==> src/rtl/serial_adder_if.sv <==
// Start/busy/done handshake bundle for the bit-serial adder.
// Carries operands, mode and the registered result.
interface serial_adder_if #(
    parameter int WIDTH = 8
) ();
    logic             start;
    logic [WIDTH-1:0] a;
    logic [WIDTH-1:0] b;
    logic             cin;
    logic             sub;
    logic             busy;
    logic             done;
    logic [WIDTH-1:0] sum;
    logic             cout;
    logic             ovf;

    modport master (
        output start, a, b, cin, sub,
        input  busy, done, sum, cout, ovf
    );

    modport slave (
        input  start, a, b, cin, sub,
        output busy, done, sum, cout, ovf
    );
endinterface

==> src/rtl/serial_adder.sv <==
// Bit-serial add/subtract: one full-adder cell plus a carry flop.
// Processes one bit per clock, LSB first, with a start/busy/done handshake.
module serial_adder #(
    parameter int WIDTH = 8
) (
    input logic          clk,
    input logic          rst,
    serial_adder_if.slave bus
);
    localparam int CW = $clog2(WIDTH);

    typedef enum logic [1:0] {
        IDLE,
        RUN,
        DONE
    } state_t;

    state_t state_q, state_d;

    logic [WIDTH-1:0] op_a_q, op_b_q, res_q, sum_q;
    logic [CW-1:0]    cnt_q;
    logic             carry_q, cout_q, ovf_q;
    logic             s_bit, c_bit, last;

    assign s_bit = op_a_q[0] ^ op_b_q[0] ^ carry_q;
    assign c_bit = (op_a_q[0] & op_b_q[0]) |
                   (op_a_q[0] & carry_q) |
                   (op_b_q[0] & carry_q);
    assign last  = (cnt_q == CW'(WIDTH - 1));

    always_ff @(posedge clk) begin
        if (rst) state_q <= IDLE;
        else     state_q <= state_d;
    end

    always_comb begin
        state_d = state_q;
        unique case (state_q)
            IDLE:    if (bus.start) state_d = RUN;
            RUN:     if (last) state_d = DONE;
            DONE:    state_d = IDLE;
            default: state_d = IDLE;
        endcase
    end

    always_comb begin
        bus.busy = 1'b0;
        bus.done = 1'b0;
        unique case (state_q)
            RUN:     bus.busy = 1'b1;
            DONE:    bus.done = 1'b1;
            default: ;
        endcase
    end

    // Subtract is a + ~b + 1, so the mode folds into operand and carry load.
    always_ff @(posedge clk) begin
        if (rst) begin
            op_a_q  <= '0;
            op_b_q  <= '0;
            res_q   <= '0;
            cnt_q   <= '0;
            carry_q <= 1'b0;
            sum_q   <= '0;
            cout_q  <= 1'b0;
            ovf_q   <= 1'b0;
        end else begin
            unique case (state_q)
                IDLE: begin
                    if (bus.start) begin
                        op_a_q  <= bus.a;
                        op_b_q  <= bus.sub ? ~bus.b : bus.b;
                        carry_q <= bus.sub ? 1'b1 : bus.cin;
                        cnt_q   <= '0;
                    end
                end
                RUN: begin
                    op_a_q  <= op_a_q >> 1;
                    op_b_q  <= op_b_q >> 1;
                    res_q   <= {s_bit, res_q[WIDTH-1:1]};
                    carry_q <= c_bit;
                    cnt_q   <= cnt_q + 1'b1;
                    if (last) begin
                        sum_q  <= {s_bit, res_q[WIDTH-1:1]};
                        cout_q <= c_bit;
                        // carry_q here is the carry into the MSB
                        ovf_q  <= carry_q ^ c_bit;
                    end
                end
                default: ;
            endcase
        end
    end

    assign bus.sum  = sum_q;
    assign bus.cout = cout_q;
    assign bus.ovf  = ovf_q;
endmodule

==> src/flat_wrapper.sv <==
// flat-port wrapper written by rule: the top's interface ports become plain ports
module serial_adder_flat 
#(
    parameter int WIDTH = 8
)
  (clk, rst, bus_start, bus_a, bus_b, bus_cin, bus_sub, bus_busy, bus_done, bus_sum, bus_cout, bus_ovf);
  serial_adder_if #(.WIDTH(WIDTH)) bus_i ();
  input logic clk;
  input logic rst;
  input wire logic [$bits(bus_i.start)-1:0] bus_start;
  input wire logic [$bits(bus_i.a)-1:0] bus_a;
  input wire logic [$bits(bus_i.b)-1:0] bus_b;
  input wire logic [$bits(bus_i.cin)-1:0] bus_cin;
  input wire logic [$bits(bus_i.sub)-1:0] bus_sub;
  output wire logic [$bits(bus_i.busy)-1:0] bus_busy;
  output wire logic [$bits(bus_i.done)-1:0] bus_done;
  output wire logic [$bits(bus_i.sum)-1:0] bus_sum;
  output wire logic [$bits(bus_i.cout)-1:0] bus_cout;
  output wire logic [$bits(bus_i.ovf)-1:0] bus_ovf;
  assign bus_i.start = bus_start;
  assign bus_i.a = bus_a;
  assign bus_i.b = bus_b;
  assign bus_i.cin = bus_cin;
  assign bus_i.sub = bus_sub;
  assign bus_busy = bus_i.busy;
  assign bus_done = bus_i.done;
  assign bus_sum = bus_i.sum;
  assign bus_cout = bus_i.cout;
  assign bus_ovf = bus_i.ovf;
  serial_adder #(.WIDTH(WIDTH)) u_core (.clk(clk), .rst(rst), .bus(bus_i));
endmodule
==> config.mk <==
export PLATFORM = sky130hd
export DESIGN_NAME = serial_adder_flat
export DESIGN_NICKNAME = d
export VERILOG_FILES = /design/src/rtl/serial_adder_if.sv /design/src/rtl/serial_adder.sv /design/src/flat_wrapper.sv
export SDC_FILE = /design/constraint.sdc
export NUM_CORES = 1
export LEC_CHECK = 0
export ABC_CLOCK_PERIOD_IN_PS = 1400
export CAP_MARGIN = 0
export CORE_MARGIN = 5
export CORE_UTILIZATION = 51
export CTS_CLUSTER_SIZE = 30
export DETAILED_ROUTE_END_ITERATION = 10
export GPL_ROUTABILITY_DRIVEN = 0
export GPL_TIMING_DRIVEN = 1
export PLACE_DENSITY = 0.8
export SLEW_MARGIN = 20
export SYNTH_ARGS = -nofsm -noshare
export SYNTH_HDL_FRONTEND = slang
export SYNTH_SLANG_ARGS = --single-unit
==> constraint.sdc <==
create_clock -name clk -period 1.4 [get_ports clk]
set_input_delay 0.42 -clock clk [delete_from_list [all_inputs] [get_ports clk]]
set_output_delay 0.42 -clock clk [all_outputs]
set_load 0.02 [all_outputs]
==> results of run 1 <==
[layout make-up]
cell class / instances / area share
Multi-Input combinational cell: 138 / 0.393
Timing Repair Buffer: 47 / 0.193
Tap cell: 46 / 0.0259
Clock buffer: 6 / 0.0186
Sequential cell: 39 / 0.353
Inverter: 9 / 0.0163
[timing repair]
action	in CTS	in global routing
buffers inserted	1	0
resized for setup	46	11
hold endpoints to repair	0	0
endpoints found under the setup margin	15	20
pin swaps	0	0
cloned	0	1
[stage by stage]
| stage | hold slack (ns) | worst slack, ns | TNS, ns | utilization | total power (W) |
|---|---|---|---|---|---|
| floorplan | 0.432 | 0.0217 | 0 | - | 0.00142 |
| global placement | 0.443 | -0.228 | -3.94 | 0.643 | 0.00152 |
| detailed placement | 0.448 | -0.265 | -4.37 | 0.643 | 0.00153 |
| CTS | 0.463 | -0.0281 | -0.0411 | 0.661 | 0.00202 |
| global route | 0.489 | -0.0706 | -0.107 | 0.666 | 0.00210 |
| finish | 0.457 | -0.0111 | -0.0111 | 0.666 | 0.00200 |
[logic make-up after synthesis]
kind of cell,after synthesis,share of synthesized area
compound gates,62,0.245
xor+xnor,9,0.0445
fa+ha+maj,3,0.0254
buf+inv,25,0.0876
flops,39,0.441
mux,1,0.00565
simple gates,62,0.151
[cells in the final DEF, fill, tap and decap left out, types with 7 or more instances in the layout]
cell type	count
a21oi_1	29
a22oi_1	9
buf_4	14
clkdlybuf4s50_1	20
dfxtp_1	36
inv_1	8
nand2_1	33
nor2_1	21
o221a_2	7
o22ai_1	8
xnor2_1	8
[sequential cells by signal, indices dropped and copies added (netlist names)]
signal           count
u_core.op_a_q        8
u_core.bus.cout      1
u_core.bus.ovf       1
u_core.op_b_q        8
u_core.cnt_q         3
u_core.state_q       2
u_core.res_q         7
u_core.bus.sum       8
u_core.carry_q       1
[metal layers]
layer	vias to the layer above	track usage	wire length, µm
met5	-	0	0
met4	0	0.0365	31
met3	5	0.0486	177
met2	27	0.276	1800
met1	664	0.197	1490
li1	772	-	-
[tightest hold or removal path: stages (launching register included)]
cell and delay (ns):
dfxtp_1 0.32, nand2_1 0.05, a21oi_1 0.05
[path summary, 6_finish.rpt]
check	cells past startpoint	end
worst min-delay path	2	u_core.bus.sum[0]
worst max register to register	6	u_core.carry_q
worst min register to register	2	u_core.bus.sum[0]
worst max-delay path	3	bus_busy
[power by group through the flow]
stage	sequential, W	combinational [W]	clock [W]
2_1_floorplan	0.00121	0.000209	0
3_5_place_dp	0.00122	0.000308	0
3_3_place_gp	0.00122	0.000299	0
5_1_grt	0.00120	0.000346	0.000553
4_1_cts	0.00120	0.000309	0.000517
6_report	0.00120	0.000311	0.000493
==> flow_metrics.env, run 1 <==
export IMPL_status="finished with violations"
export IMPL_violations="negative setup slack"
export IMPL_cp_arrival_ns=0.99
export IMPL_power_density_mw_per_mm2=901
export IMPL_synth_edf_count=0
export IMPL_grt_pass1_vias=1312
export IMPL_synthesis_area_mm2=0.00177
export IMPL_synth_top_area_frac=0.441
export IMPL_dp_cells=277
export IMPL_dieWidth_um=68.9
export IMPL_swShare=0.248
export IMPL_first_pass_iters=4
export IMPL_grtUsageTotal=0.161
export IMPL_postPlaceCellArea_mm2=0.00215
export IMPL_combPwrFrac=0.155
export IMPL_num_rows=21
export IMPL_grt_overflow_total=0
export IMPL_clock_sinks=39
export IMPL_coreArea_mm2=0.00334
export IMPL_synth_common_cells="dfxtp_1, nand2_1, a21oi_1, nor2_1, a22oi_1"
export IMPL_antenna_found_initial=0
export IMPL_clockPowerShare=0.246
export IMPL_yosysUniqueCellTypes=33
export IMPL_setup_violations_final=1
export IMPL_drv_slew=0
export IMPL_ant_nets=0
export IMPL_drtIter0Drc=98
export IMPL_synthFlopType="dfxtp_1"
export IMPL_fin_crit_ns=1.41
export IMPL_relSlewSlack=0.822
export IMPL_drive_gt1_frac=0.230
export IMPL_setup_ws_ns=-0.0111
export IMPL_io_buffer_count=32
export IMPL_worst_ep_required_time_ns=0.98
export IMPL_numCtsBuffers=5
export IMPL_hold_class="register to register"
export IMPL_end_kind="primary output"
export IMPL_slowest_stage="dfxtp_2"
export IMPL_async_reset_ff_frac=0
export IMPL_final_cells=285
export IMPL_synth_area_leaders="dfxtp_1, a21oi_1, nand2_1"
export IMPL_slowest_delay_ns=0.36
export IMPL_worst_setup_path_type="register to primary output"
export IMPL_crit_path_max_fanout=4
export IMPL_diodes=0
export IMPL_cts_buffer_depth=2
export IMPL_grt_pass1_wl_mm=5.77
export IMPL_pwr_share_seq=0.598
export IMPL_initial_core_util=0.531
export IMPL_dpl_hpwl_mm=2.50
export IMPL_rsz0062_at_grt="yes"
export IMPL_synthesis_nets=225
export IMPL_routed_via_density=5.15
export IMPL_maxCapViolCount=0
export IMPL_grt_max_degree=20
export IMPL_design_die_area_mm2=0.00475
export IMPL_r2r_start="u_core.state_q[1]"
export IMPL_synth_area_per_cell_um2=8.81
export IMPL_internal_power_w=0.00150
export IMPL_final_area_mm2=0.00222
export IMPL_yosysMostFrequentCell="dfxtp_1"
export IMPL_ys_seq_area_frac=0.441
export IMPL_vias=1468
export IMPL_ctsRootBufferMaster="clkbuf_4"
export IMPL_drt_wl_total_mm=3.50
export IMPL_peakVddDrop_mv=0.500
export IMPL_critical_path_top_delay_family="flip-flops"
export IMPL_tightest_slew_ns=0.265
export IMPL_hold_buffers=0
export IMPL_register_area_um2=785
export IMPL_drc=0
export IMPL_min_from="u_core.bus.sum[0]"
export IMPL_ys_seq_elements=39
export IMPL_synth_top_area_cell="dfxtp_1"
export IMPL_r2r_slack_ns=0.07
export IMPL_crit_chain="nand2b_4 > inv_4 > buf_6"
export IMPL_n_fill_cell=286
export IMPL_leakagePower_nw=0.861
export IMPL_cp_startpoint="u_core.state_q[1]"
export IMPL_ys_warn_count=0
export IMPL_io_pins=33
export IMPL_p_sw_w=0.000497
export IMPL_critPathLaunchType="register"
export IMPL_path_buf_inv=2
export IMPL_tritoncts="built"
export IMPL_wl_per_cell_um=12.3
export IMPL_clk_pin_slew_ns=0.10
export IMPL_area_growth_pct=25.4
export IMPL_clk_latency_ns=0.33
export IMPL_clock_fmax_ghz=0.709
export IMPL_period_share=1.01
export IMPL_synthCells=201
export IMPL_final_setup_skew_ns=0.00369
export IMPL_dieHeight_um=68.9
export IMPL_ctsHtreeMaxLevel=2
export IMPL_multi_input_area_um2=872
export IMPL_hold_viol=0
export IMPL_fin_nets=264
(Power assumes the default switching activity.)
==> run 2: changes to the inputs <==
--- a/config.mk
+++ b/config.mk
@@ -6,7 +6,8 @@
 export NUM_CORES = 1
 export LEC_CHECK = 0
 export ABC_CLOCK_PERIOD_IN_PS = 1400
-export CAP_MARGIN = 0
+export CAP_MARGIN = 20
+export CORE_ASPECT_RATIO = 1.1
 export CORE_MARGIN = 5
 export CORE_UTILIZATION = 51
 export CTS_CLUSTER_SIZE = 30
==> run 2 against run 1 <==
The run still ends with negative setup slack left. Largest power group unchanged. First-iteration DRC count rose by 18%. Clock power increased by 59%. Die area barely moved. Cell area is 0.62% lower. Critical path type unchanged. Routed wire length is essentially flat. Sequential cell count is the same. Setup slack got worse by 0.0092 ns. Cell count rose by 1.1%.
==> flow_metrics.env, run 2 (synthesis results as in run 1) <==
export IMPL_crit_path_max_fanout=4
export IMPL_setup_violations_final=1
export IMPL_tightest_slew_ns=0.313
export IMPL_clk_pin_slew_ns=0.11
export IMPL_cp_arrival_ns=1.00
export IMPL_dpl_hpwl_mm=2.43
export IMPL_power_density_mw_per_mm2=1030
export IMPL_leakagePower_nw=0.884
export IMPL_violations="negative setup slack"
export IMPL_worst_ep_required_time_ns=0.98
export IMPL_ctsHtreeMaxLevel=2
export IMPL_setup_ws_ns=-0.0203
export IMPL_drv_slew=0
export IMPL_coreArea_mm2=0.00333
export IMPL_crit_chain="nand2b_4 > inv_4 > buf_6"
export IMPL_slowest_stage="dfxtp_2"
export IMPL_final_area_mm2=0.00221
export IMPL_dieHeight_um=71.8
export IMPL_finalPower_w=0.00228
export IMPL_status="finished with violations"
export IMPL_cts_buffer_depth=2
export IMPL_period_share=1.01
export IMPL_tritoncts="built"
export IMPL_place_ws_ns=-0.274
export IMPL_clock_fmax_ghz=0.704
export IMPL_hold_viol=0
export IMPL_hold_class="register to register"
export IMPL_routed_via_density=5.18
export IMPL_area_growth_pct=24.7
export IMPL_wl_per_cell_um=12.2
export IMPL_critPathLaunchType="register"
export IMPL_grt_pass1_wl_mm=5.80
export IMPL_ctsRootBufferMaster="clkbuf_4"
export IMPL_first_pass_iters=4
export IMPL_critical_path_top_delay_family="flip-flops"
export IMPL_path_buf_inv=2
export IMPL_diodes=0
export IMPL_drtIter0Drc=116
export IMPL_drc=0
export IMPL_end_kind="primary output"
export IMPL_fin_crit_ns=1.42
export IMPL_drive_gt1_frac=0.221
export IMPL_ant_nets=0
export IMPL_mostFrequentLayoutCells="dfxtp_1, nand2_1, a21oi_1, nor2_1, clkdlybuf4s50_1"
export IMPL_clock_sinks=39
export IMPL_dieWidth_um=66.2
export IMPL_worst_setup_path_type="register to primary output"
export IMPL_rsz0062_at_grt="yes"
export IMPL_final_setup_skew_ns=0.00585
export IMPL_clk_latency_ns=0.34
export IMPL_postPlaceCellArea_mm2=0.00214
export IMPL_final_util=0.663
export IMPL_peakVddDrop_mv=0.707
export IMPL_num_rows=22
export IMPL_fin_nets=263
export IMPL_relSlewSlack=0.791
export IMPL_drt_wl_total_mm=3.50
export IMPL_io_buffer_count=32
export IMPL_post_cts_setup_buffers=0
export IMPL_initial_core_util=0.532
export IMPL_r2r_slack_ns=0.09
export IMPL_grt_pass1_vias=1388
export IMPL_grt_max_degree=28
export IMPL_antenna_found_initial=0
export IMPL_numCtsBuffers=5
export IMPL_io_pins=33
export IMPL_grt_overflow_total=0
export IMPL_design_die_area_mm2=0.00475
export IMPL_slowest_delay_ns=0.37
export IMPL_maxCapViolCount=0
export IMPL_grtUsageTotal=0.158
export IMPL_final_common_cell="dfxtp_1"
export IMPL_vias=1491
==> run 2: stage by stage <==
| step | TNS, ns | cells | hold WS, ns |
|---|---|---|---|
| after floorplan | 0 | 201 | 0.432 |
| after global placement | -4.45 | 279 | 0.443 |
| after detailed placement | -4.95 | 279 | 0.448 |
| after CTS | -0.0546 | 287 | 0.464 |
| after global routing | -0.0950 | 288 | 0.487 |
| final | -0.0203 | 288 | 0.457 |
==> run 2: where the power goes <==
group / internal (W) / total [W] / switching (W)
clock network: 0.000422 / 0.000782 / 0.000360
logic: 0.000163 / 0.000304 / 0.000141
registers: 0.00116 / 0.00120 / 0.0000383
total: 0.00174 / 0.00228 / 0.000540
==> run 2: worst paths after layout <==
check                                       start                end  cells past startpoint
worst max-delay path            u_core.state_q[1]           bus_busy                      3
worst min-delay path            u_core.bus.sum[6]  u_core.bus.sum[6]                      2
worst max register to register    u_core.cnt_q[0]  u_core.bus.sum[0]                      6
worst min register to register  u_core.bus.sum[6]  u_core.bus.sum[6]                      2
==> run 2: area by class of cell <==
cell class / instances / area [µm²]
clock buffer: 6 / 51.3
tap: 48 / 60.1
sequential: 39 / 786
clock inverter: 2 / 35.0
timing repair buffer: 46 / 378
multi-input combinational: 138 / 861
inverter: 9 / 36.3
fill: 287 / 1120
==> run 2: timing repair <==
action | CTS | global route
hold buffers | 0 | 0
cloned | 0 | 1
resized for setup | 47 | 12
endpoints found under the hold margin | 0 | 0
endpoints found under the setup margin | 18 | 21
==> run 2: worst register-to-register path, stage by stage (launching register included) <==
cell	delay, ns
dfxtp_1	0.34
ha_1	0.21
ha_1	0.21
buf_4	0.15
nand3b_4	0.13
nand2_1	0.07
a21oi_1	0.14
==> run 2: per-layer routing <==
metal / share of wire / global-route usage
met1: 0.44 / 0.175
met2: 0.48 / 0.273
met3: 0.052 / 0.0376
met4: 0.024 / 0.0880
met5: 0 / 0
